### src/rtl/sprite_blitter_pkg.sv
// Shared graphics types for the sprite blitter: frame-buffer geometry, pixel and
// coordinate types, blit FSM states, and the clip / linear-address helpers.
package kof_gfx_pkg;

    localparam int FB_WIDTH  = 320;
    localparam int FB_HEIGHT = 240;
    localparam int ADDR_W    = 19;
    localparam int DATA_W    = 8;

    typedef logic [ADDR_W-1:0]  fb_addr_t;
    typedef logic [DATA_W-1:0]  pix_t;
    typedef logic signed [10:0] scoord_t;

    localparam pix_t    TRANSPARENT = 8'h00;
    localparam scoord_t FB_WIDTH_S  = scoord_t'(FB_WIDTH);
    localparam scoord_t FB_HEIGHT_S = scoord_t'(FB_HEIGHT);

    typedef enum logic [1:0] {
        IDLE  = 2'd0,
        RUN   = 2'd1,
        DRAIN = 2'd2,
        FIN   = 2'd3
    } blit_state_t;

    function automatic logic in_bounds(input scoord_t dx, input scoord_t dy);
        return (dx >= 11'sd0) && (dx < FB_WIDTH_S) && (dy >= 11'sd0) && (dy < FB_HEIGHT_S);
    endfunction

    // y*320 + x built from shifts; sign-extended so off-screen values stay harmless.
    function automatic fb_addr_t fb_linear_addr(input scoord_t dx, input scoord_t dy);
        fb_addr_t dx_a;
        fb_addr_t dy_a;
        dx_a = {{(ADDR_W-11){dx[10]}}, dx};
        dy_a = {{(ADDR_W-11){dy[10]}}, dy};
        return (dy_a << 4'd8) + (dy_a << 4'd6) + dx_a;
    endfunction

endpackage

### src/rtl/sprite_blitter_if.sv
// Command, sprite-ROM and frame-buffer signals of the sprite blitter.
// Optional HFLIP_EN adds the horizontal-flip command bit.
interface sprite_blitter_if;
    import kof_gfx_pkg::*;

    logic       start;
    logic [9:0] spr_x;
    logic [9:0] spr_y;
    logic [8:0] spr_w;
    logic [8:0] spr_h;
    fb_addr_t   spr_base;
`ifdef HFLIP_EN
    logic       flip;
`endif
    fb_addr_t   rom_addr;
    pix_t       rom_data;
    logic       fb_we;
    fb_addr_t   fb_addr;
    pix_t       fb_data;
    logic       busy;
    logic       done;

`ifdef HFLIP_EN
    modport master (
        input  start, spr_x, spr_y, spr_w, spr_h, spr_base, flip, rom_data,
        output rom_addr, fb_we, fb_addr, fb_data, busy, done
    );
    modport slave (
        output start, spr_x, spr_y, spr_w, spr_h, spr_base, flip, rom_data,
        input  rom_addr, fb_we, fb_addr, fb_data, busy, done
    );
`else
    modport master (
        input  start, spr_x, spr_y, spr_w, spr_h, spr_base, rom_data,
        output rom_addr, fb_we, fb_addr, fb_data, busy, done
    );
    modport slave (
        output start, spr_x, spr_y, spr_w, spr_h, spr_base, rom_data,
        input  rom_addr, fb_we, fb_addr, fb_data, busy, done
    );
`endif

endinterface

### src/rtl/sprite_blitter_addr_gen.sv
// Pixel walker for the blitter: latches the sprite arguments, steps col/row and the
// running ROM address, and forms the signed destination coordinate (HFLIP_EN mirrors dx).
module blit_addr_gen
    import kof_gfx_pkg::*;
(
    input  logic       Clk,
    input  logic       Reset,
    input  logic       load,
    input  logic       step,
    input  logic [9:0] spr_x,
    input  logic [9:0] spr_y,
    input  logic [8:0] spr_w,
    input  logic [8:0] spr_h,
    input  fb_addr_t   spr_base,
`ifdef HFLIP_EN
    input  logic       flip,
`endif
    output fb_addr_t   rom_addr,
    output scoord_t    dx,
    output scoord_t    dy,
    output logic       last
);

    scoord_t    x_r;
    scoord_t    y_r;
    logic [8:0] w_r;
    logic [8:0] h_r;
    logic [8:0] col_r;
    logic [8:0] row_r;
    fb_addr_t   rom_addr_r;
    logic [8:0] col_eff_s;

    // Argument latch and raster walk; row-major storage makes the ROM address a plain +1.
    always_ff @(posedge Clk or posedge Reset) begin
        if (Reset) begin
            x_r        <= 11'sd0;
            y_r        <= 11'sd0;
            w_r        <= 9'd0;
            h_r        <= 9'd0;
            col_r      <= 9'd0;
            row_r      <= 9'd0;
            rom_addr_r <= 19'd0;
        end else if (load) begin
            x_r        <= {spr_x[9], spr_x};
            y_r        <= {spr_y[9], spr_y};
            w_r        <= spr_w;
            h_r        <= spr_h;
            col_r      <= 9'd0;
            row_r      <= 9'd0;
            rom_addr_r <= spr_base;
        end else if (step) begin
            rom_addr_r <= rom_addr_r + 19'd1;
            if (col_r == w_r - 9'd1) begin
                col_r <= 9'd0;
                row_r <= row_r + 9'd1;
            end else begin
                col_r <= col_r + 9'd1;
            end
        end
    end

`ifdef HFLIP_EN
    logic flip_r;

    // Flip is part of the latched command.
    always_ff @(posedge Clk or posedge Reset) begin
        if (Reset) begin
            flip_r <= 1'b0;
        end else if (load) begin
            flip_r <= flip;
        end
    end

    assign col_eff_s = flip_r ? (w_r - 9'd1 - col_r) : col_r;
`else
    assign col_eff_s = col_r;
`endif

    assign rom_addr = rom_addr_r;
    assign dx       = x_r + scoord_t'({2'b00, col_eff_s});
    assign dy       = y_r + scoord_t'({2'b00, row_r});
    assign last     = (col_r == w_r - 9'd1) && (row_r == h_r - 9'd1);

endmodule

### src/rtl/sprite_blitter.sv
// Sprite blitter top: copies a WxH sprite from ROM into the 320x240 frame buffer with
// per-pixel clipping and transparency. Define HFLIP_EN to add horizontal flip.
module sprite_blitter
    import kof_gfx_pkg::*;
(
    input  logic             Clk,
    input  logic             Reset,
    sprite_blitter_if.master bus
);

    blit_state_t state_r;
    logic        busy_r;
    logic        done_r;
    logic        load_s;
    logic        step_s;
    logic        last_s;
    fb_addr_t    rom_addr_s;
    scoord_t     dx_s;
    scoord_t     dy_s;
    logic        valid_d_r;
    logic        inb_d_r;
    fb_addr_t    addr_d_r;
    logic        fb_we_r;
    fb_addr_t    fb_addr_r;
    pix_t        fb_data_r;

    assign load_s = (state_r == IDLE) && bus.start;
    assign step_s = (state_r == RUN) && !last_s;

    blit_addr_gen u_addr_gen (
        .Clk      (Clk),
        .Reset    (Reset),
        .load     (load_s),
        .step     (step_s),
        .spr_x    (bus.spr_x),
        .spr_y    (bus.spr_y),
        .spr_w    (bus.spr_w),
        .spr_h    (bus.spr_h),
        .spr_base (bus.spr_base),
`ifdef HFLIP_EN
        .flip     (bus.flip),
`endif
        .rom_addr (rom_addr_s),
        .dx       (dx_s),
        .dy       (dy_s),
        .last     (last_s)
    );

    // Blit sequencer; done is raised on leaving FIN so it appears alongside busy falling.
    always_ff @(posedge Clk or posedge Reset) begin
        if (Reset) begin
            state_r <= IDLE;
            busy_r  <= 1'b0;
            done_r  <= 1'b0;
        end else begin
            case (state_r)
                IDLE: begin
                    done_r <= 1'b0;
                    if (bus.start) begin
                        busy_r  <= 1'b1;
                        state_r <= ((bus.spr_w != 9'd0) && (bus.spr_h != 9'd0)) ? RUN : FIN;
                    end
                end
                RUN: begin
                    if (last_s) begin
                        state_r <= DRAIN;
                    end
                end
                DRAIN: begin
                    state_r <= FIN;
                end
                FIN: begin
                    done_r  <= 1'b1;
                    busy_r  <= 1'b0;
                    state_r <= IDLE;
                end
                default: begin
                    state_r <= IDLE;
                    busy_r  <= 1'b0;
                    done_r  <= 1'b0;
                end
            endcase
        end
    end

    // Coordinate stage waits one clock for ROM data, then the write is registered out.
    always_ff @(posedge Clk or posedge Reset) begin
        if (Reset) begin
            valid_d_r <= 1'b0;
            inb_d_r   <= 1'b0;
            addr_d_r  <= 19'd0;
            fb_we_r   <= 1'b0;
            fb_addr_r <= 19'd0;
            fb_data_r <= 8'h00;
        end else begin
            valid_d_r <= (state_r == RUN);
            inb_d_r   <= in_bounds(dx_s, dy_s);
            addr_d_r  <= fb_linear_addr(dx_s, dy_s);
            fb_we_r   <= valid_d_r && inb_d_r && (bus.rom_data != TRANSPARENT);
            fb_addr_r <= addr_d_r;
            fb_data_r <= bus.rom_data;
        end
    end

    assign bus.rom_addr = rom_addr_s;
    assign bus.fb_we    = fb_we_r;
    assign bus.fb_addr  = fb_addr_r;
    assign bus.fb_data  = fb_data_r;
    assign bus.busy     = busy_r;
    assign bus.done     = done_r;

endmodule

### src/flat_wrapper.sv
// flat-port wrapper written by rule: the top's interface ports become plain ports
module sprite_blitter_flat import kof_gfx_pkg::*;
  (Clk, Reset, bus_start, bus_spr_x, bus_spr_y, bus_spr_w, bus_spr_h, bus_spr_base, bus_rom_data, bus_rom_addr, bus_fb_we, bus_fb_addr, bus_fb_data, bus_busy, bus_done);
  sprite_blitter_if bus_i ();
  input  logic Clk;
  input  logic Reset;
  input wire logic [$bits(bus_i.start)-1:0] bus_start;
  input wire logic [$bits(bus_i.spr_x)-1:0] bus_spr_x;
  input wire logic [$bits(bus_i.spr_y)-1:0] bus_spr_y;
  input wire logic [$bits(bus_i.spr_w)-1:0] bus_spr_w;
  input wire logic [$bits(bus_i.spr_h)-1:0] bus_spr_h;
  input wire logic [$bits(bus_i.spr_base)-1:0] bus_spr_base;
  input wire logic [$bits(bus_i.rom_data)-1:0] bus_rom_data;
  output wire logic [$bits(bus_i.rom_addr)-1:0] bus_rom_addr;
  output wire logic [$bits(bus_i.fb_we)-1:0] bus_fb_we;
  output wire logic [$bits(bus_i.fb_addr)-1:0] bus_fb_addr;
  output wire logic [$bits(bus_i.fb_data)-1:0] bus_fb_data;
  output wire logic [$bits(bus_i.busy)-1:0] bus_busy;
  output wire logic [$bits(bus_i.done)-1:0] bus_done;
  assign bus_i.start = bus_start;
  assign bus_i.spr_x = bus_spr_x;
  assign bus_i.spr_y = bus_spr_y;
  assign bus_i.spr_w = bus_spr_w;
  assign bus_i.spr_h = bus_spr_h;
  assign bus_i.spr_base = bus_spr_base;
  assign bus_i.rom_data = bus_rom_data;
  assign bus_rom_addr = bus_i.rom_addr;
  assign bus_fb_we = bus_i.fb_we;
  assign bus_fb_addr = bus_i.fb_addr;
  assign bus_fb_data = bus_i.fb_data;
  assign bus_busy = bus_i.busy;
  assign bus_done = bus_i.done;
  sprite_blitter u_core (.Clk(Clk), .Reset(Reset), .bus(bus_i));
endmodule
### config.mk
export PLATFORM = sky130hd
export DESIGN_NAME = sprite_blitter_flat
export DESIGN_NICKNAME = d
export VERILOG_FILES = /design/src/rtl/sprite_blitter_pkg.sv /design/src/rtl/sprite_blitter_if.sv /design/src/rtl/sprite_blitter_addr_gen.sv /design/src/rtl/sprite_blitter.sv /design/src/flat_wrapper.sv
export SDC_FILE = /design/constraint.sdc
export NUM_CORES = 1
export LEC_CHECK = 0
export ABC_AREA = 0
export CAP_MARGIN = 25
export CORE_UTILIZATION = 30
export DETAILED_ROUTE_END_ITERATION = 8
export PLACE_DENSITY = 0.57
export SLEW_MARGIN = 20
export SYNTH_ARGS = -nofsm -noshare
export SYNTH_HDL_FRONTEND = slang
export SYNTH_HIERARCHICAL = 1
export SYNTH_SLANG_ARGS = --single-unit
### constraint.sdc
create_clock -name Clk -period 6.4 [get_ports Clk]
set_input_delay 0.96 -clock Clk [delete_from_list [all_inputs] [get_ports Clk]]
set_output_delay 0.96 -clock Clk [all_outputs]
set_load 0.03 [all_outputs]
# Word level (Yosys, flattened, before mapping)
# Index checks and enable logic that the tools add are counted.
# totals
ff_bits,128
latchBits,0
ramBits,0
rom_bits,0
in_bits,68
output_inout_bits,49
word_cells,71
memories,0
# classes
addsub,9
mul,0
n_div,0
n_lt_le_gt_ge,4
n_eq_ne,7
n_shift,0
n_mux,15
bitwise_logic,0
reduce_logical,20
# op_table
cell,n
two-way mux 9 bit,6
adder 19 bit,2
two-way mux 19 bit,2
adder 10 x 10 -> 11 bit,2
"greater-or-equal comparator 11 x 1 -> 1 bit, second input constant",2
"adder 19 x 1 -> 19 bit, second input constant",1
"adder 9 x 1 -> 9 bit, second input constant",2
equality test 9 bit,2
nonzero test 9 bit,2
"subtractor 9 x 1 -> 9 bit, second input constant",2
"less-than comparator 11 x 10 -> 1 bit, second input constant",1
"less-than comparator 11 x 9 -> 1 bit, second input constant",1
logical AND 1 bit,9
one-hot mux 2 bit (4 select lines),1
nonzero test 8 bit,1
two-way mux 2 bit,3
AND reduction 2 bit,3
nonzero test 2 bit,3
"equality test 2 bit, second input constant",2
one-hot mux 1 bit (2 select lines),2
"equality test 2 x 1 -> 1 bit, second input constant",1
zero test 2 bit,1
"!= test 2 x 1 -> 1 bit, second input constant",1
"!= test 2 bit, second input constant",1
2 further kinds,2

# Longest topological paths before layout
# depth
depth_word,7
depth_mapped,19

# By module
# Netlist, hierarchy kept.
# modules_own_cells
mod,instances,cells_each,area_per_inst_um2,seq_area_each_um2
blit_addr_gen,1,476,4550.6,1876.8
sprite_blitter,1,167,2308.5,1326.3

# Least setup slack after synthesis
# OpenSTA, ideal clock, no wires.
# synth_path
path_kind,register to register
start,register u_core.u_addr_gen.col_r[0] (netlist: u_core/u_addr_gen/col_eff_s[0])
end,register u_core.addr_d_r[18]
setup_ns,0.080
arrival_ns,4.087
required_time_ns,6.320
path_slack_ns,2.232
path_stages_with_launch,18
path_buffers,0
path_cell_list,dfrtp_1 -> ha_1 -> inv_1 -> fa_1 -> nor2b_1 -> o21ai_0 -> a21boi_0 -> o21ai_0 -> a21oi_1 -> o21ai_0 -> and3b_1 -> fa_1 -> ha_1 -> and3_4 -> a2111oi_4 -> a21oi_2 -> a41oi_2 -> xnor2_1
# synth_between
elab_chain_len,2
# synth_lines
element,line,text
start: declaration,sprite_blitter_addr_gen.sv:28,logic [8:0] col_r;
start signal: assignment,sprite_blitter_addr_gen.sv:57,col_r <= col_r + 9'd1;
adder 10 x 10 -> 11 bit,sprite_blitter_addr_gen.sv:80,"assign dx = x_r + scoord_t'({2'b00, col_eff_s});"
via u_core.dx_s[10],sprite_blitter.sv:18,scoord_t dx_s;
adder 19 bit,sprite_blitter_pkg.sv:35,return (dy_a << 4'd8) + (dy_a << 4'd6) + dx_a;
end signal: assignment,sprite_blitter.sv:98,"addr_d_r <= fb_linear_addr(dx_s, dy_s);"
end: declaration,sprite_blitter.sv:22,fb_addr_t addr_d_r;
# The timed path passes the listed nets, and every way through them passes these cells.
# A chain may end at the register's enable or synchronous reset.

# Final worst setup path
# layout_path
start,register u_core.u_addr_gen.col_r[0] (netlist: u_core/u_addr_gen/col_eff_s[0])
end,register u_core.addr_d_r[16]
# Same word-level chain as after synthesis.

==> flow_summary_export.csv <==
group,metric,value,unit
clock_network,cts_resized,0,
synthesis,synth-adder-area-share,11.1,%
synthesis,yosys_warnings,6,
placement,io_buffers,116,
detailed_routing,drt-total-wl,14.9,mm
final_layout,final_nets,888,
timing,finalSetupViolCount,0,
worst_setup_path,cp_common_cell,"o21ai_0",
clock_network,clk_latency,0.41,ns
global_route,grt_pass1_wl,25.0,mm
timing,finalCriticalPeriod,4.61,ns
synthesis,netlist_area,0.00686,mm^2
power,p_sw,2.35,mW
placement,dp_hpwl,11.0,mm
final_layout,areaGrowthSynthToFinish,30.9,%
synthesis,synth_xor_area_share,8.88,%
synthesis,synthFlopType,"dfrtp_1",
synthesis,synthDistinctLibCells,60,
synthesis,synth.area.mux_share,5.53,%
clock_network,postCtsSetupBuffers,0,
power,p_leak,3.81,nW
clock_network,cts_buffers,17,
die,die_h,153,um
synthesis,synth_top_family_by_area,"simple AND/OR/NAND/NOR gates",
power,p_total,5.66,mW
global_route,grt_pass1_vias,4902,
synthesis,yosysSeqAreaShare,46.7,%
clock_network,path_clk_slew,0.06,ns
die,core,0.0221,mm^2
synthesis,ys_seq_elements,128,
hold_path,holdCritPathClass,"register to register",
die,fp-row-count,54,
synthesis,synth_compound_area_share,10.5,%
worst_setup_path,worst-path-max-fanout,10,
power,ir_worst_vdd,0.000265,V
power,switching_share,41.6,%
clock_network,cts.root.buffer_cell,"clkbuf_16",
synthesis,netlist_instances,643,
detailed_routing,num_vias,4961,
timing,max-slew-margin-rel,48.6,%
worst_setup_path,arrival,4.93,ns
synthesis,syn_nets,764,
worst_setup_path,critical_path.cell_chain,"ha_1 -> inv_1 -> fa_1 -> nor2b_1 -> o21ai_0 -> a21boi_0 -> o21ai_0 -> a21oi_1 -> o21ai_0 -> and3b_1 -> fa_1 -> ha_1 -> and3_4 -> a2111oi_4 -> a21oi_2 -> a21boi_1 -> xnor2_1",
timing,final_hold_viol_count,0,
global_route,grtUsageTotal,13.6,%
clock_network,cts_tree,"yes",
placement,dp_slack,1.77,ns
worst_setup_path,crit_type,"register to register",
timing,worst_pin_slew,0.770,ns
detailed_routing,drt_first_pass_iters,4,
detailed_routing,first_iter_violations,187,
power,internal_power,3.30,mW
power,p_comb_share,56.6,%
detailed_routing,drc,0,
timing,setup_tns,0,ns
die,dieArea,0.0235,mm^2
placement,gp_congestion,0.788,
die,start_util,31.0,%
power,clkPwrFrac,17.4,%
placement,placed_area,0.00834,mm^2
timing,post-route-period-util,72.0,%
worst_setup_path,crit_path_start_kind,"register",
timing,setup_slack,1.79,ns
timing,fmax,0.217,GHz
global_route,overflow,0,
timing,whs,0.345,ns
die,io_pins,117,
synthesis,synth_edf_count,0,
run,drv_cap,0,
detailed_routing,postRouteAntennaNets,0,
clock_network,h-tree-depth,4,
clock_network,clockBufferDepth,2,
final_layout,final_cell_area,0.00898,mm^2
timing,slew_viol_final,0,
synthesis,synth_area_per_cell,10.7,um^2
synthesis,synth-simple-area-share,14.2,%
global_route,grt_max_degree,76,
worst_setup_path,end_kind,"register",
timing,finClkSkew,0.00879,ns
detailed_routing,via_per_inst,4.68,
clock_network,ctsHoldBuffers,0,
final_layout,drive_gt1_share,10.8,%
run_status,status,"finished clean",
final_layout,n_fill_cell,2142,
clock_network,cts_sinks,128,
power,cellPowerDensity,630,mW/mm^2
synthesis,synthArstFlopShare,100,%
power,pwr-share-seq,26.0,%
worst_setup_path,critPathMaxStageDelay,0.56,ns
global_route,antenna_found_initial,1,
die,dieWidth,153,um
worst_setup_path,required,6.72,ns
timing,rsz0062_at_grt,"false",
worst_setup_path,cp_slowest_cell,"fa_1",
detailed_routing,drt-wirelength-per-cell,14.0,um
## critical path, delay by kind of cell, from the launching register on
kind / cells / cell delay, ns
simple gates: 3 / 0.73
compound gates: 8 / 1.59
fa+ha+maj: 4 / 1.54
xor+xnor: 1 / 0.15
flops: 1 / 0.44
buf+inv: 1 / 0.06
## power groups by stage
stage | clock [mW] | combinational [mW] | sequential [mW]
global placement | 0 | 3.18 | 1.48
detailed placement | 0 | 3.22 | 1.48
CTS | 1.02 | 3.24 | 1.47
finish | 0.985 | 3.20 | 1.47
global route | 1.05 | 3.59 | 1.52
floorplan | 0 | 2.21 | 1.67
## metrics by stage
stage	util, %	std cells
final	40.6	1060
after global routing	40.6	1059
after CTS	40.5	1058
after detailed placement	37.8	1027
after global placement	37.8	1027
after floorplan	-	643
## cells by family (layout without fill, tap and decap cells)
family,count (synthesis),count (layout)
fa+ha+maj,53,53
xor+xnor,68,68
flops,128,128
buf+inv,56,192
other cells,0,1
simple gates,190,190
compound gates,114,114
mux,34,34
## per-layer routing
layer	wire, um	share of wire (%)	global-route usage [%]
met1	7160	48	18.0
met4	109	0.73	3.66
met3	911	6.1	5.02
met5	0	0	0
met2	6670	45	20.8
## synth_stat cells (12+ instances only)
cell type	number	share of area, %
a21oi_1	24	1.8
clkbuf_1	12	0.66
dfrtp_1	128	47
fa_1	13	3.8
ha_1	40	7.3
inv_1	40	2.2
mux2_2	31	5.1
nand2_1	54	3.0
nand3_1	20	1.5
nand4_1	14	1.3
nor2_1	32	1.8
nor3_1	16	1.2
o21ai_0	48	3.5
xnor2_1	34	4.3
xor2_1	33	4.2
## registers in the layout, indices dropped and copies added (netlist names)
signal                       cells
u_core/addr_d_r                 19
u_core/bus.fb_addr              19
u_core/u_addr_gen/rom_addr      19
u_core/u_addr_gen/x_r           10
u_core/u_addr_gen/y_r           10
u_core/u_addr_gen/col_eff_s      9
u_core/u_addr_gen/h_r            9
u_core/u_addr_gen/row_r          9
u_core/u_addr_gen/w_r            9
u_core/bus.fb_data               8
u_core/state_r                   2
u_core/bus.busy                  1
u_core/bus.done                  1
u_core/bus.fb_we                 1
u_core/inb_d_r                   1
u_core/valid_d_r                 1
## path summary, 6_finish.rpt
kind                            cells after the start  slack, ns                                    to                                       start
worst min-delay path                                0       0.35       u_core/bus.fb_addr[6]$_DFF_PP0_                u_core/addr_d_r[6]$_DFF_PP0_
min in group asynchronous                           3       0.95  u_core/u_addr_gen/x_r[5]$_DFFE_PP0P_                                       Reset
worst max-delay path                               17       1.79         u_core/addr_d_r[16]$_DFF_PP0_  u_core/u_addr_gen/col_eff_s[0]$_DFFE_PP0P_
worst min register to register                      0       0.35       u_core/bus.fb_addr[6]$_DFF_PP0_                u_core/addr_d_r[6]$_DFF_PP0_
max in group asynchronous                           3       4.83         u_core/state_r[0]$_DFFE_PP0P_                                       Reset
worst max register to register                     17       1.79         u_core/addr_d_r[16]$_DFF_PP0_  u_core/u_addr_gen/col_eff_s[0]$_DFFE_PP0P_
## layout make-up
cell class,instances,area (um^2),area share [%]
Tap cell,280,350,3.90
Timing Repair Buffer,121,1220,13.6
Clock buffer,18,439,4.89
Multi-Input combinational cell,459,3450,38.4
Antenna cell,1,2.50,0.0279
Clock inverter,13,165,1.84
Inverter,40,150,1.67
Sequential cell,128,3200,35.7
## cell usage in the layout, fill, tap and decap left out, types with 3 or more instances in the layout
| cell | Yosys | layout |
|---|---|---|
| a211oi_1 | 3 | 3 |
| nand2_1 | 54 | 54 |
| ha_1 | 40 | 40 |
| clkinv_4 | 0 | 4 |
| nor3b_1 | 5 | 5 |
| a31oi_1 | 4 | 4 |
| or2_2 | 6 | 6 |
| fa_1 | 13 | 13 |
| o21ai_0 | 48 | 48 |
| clkinvlp_4 | 0 | 4 |
| nor3_1 | 16 | 16 |
| o21a_1 | 3 | 3 |
| nor4_1 | 6 | 6 |
| a21o_1 | 8 | 8 |
| inv_1 | 40 | 38 |
| bufinv_16 | 0 | 3 |
| and3_1 | 8 | 8 |
| xnor2_1 | 34 | 34 |
| mux2i_1 | 3 | 3 |
| nor2b_1 | 8 | 8 |
| clkdlybuf4s50_1 | 0 | 116 |
| or3_1 | 3 | 3 |
| mux2_2 | 31 | 31 |
| nand3_1 | 20 | 20 |
| buf_4 | 0 | 4 |
| and2_1 | 4 | 3 |
| clkbuf_16 | 0 | 17 |
| xor2_1 | 33 | 33 |
| a21oi_1 | 24 | 24 |
| nor2_1 | 32 | 32 |
| nand4_1 | 14 | 14 |
| dfrtp_1 | 128 | 128 |
(Power assumes the default switching activity.)
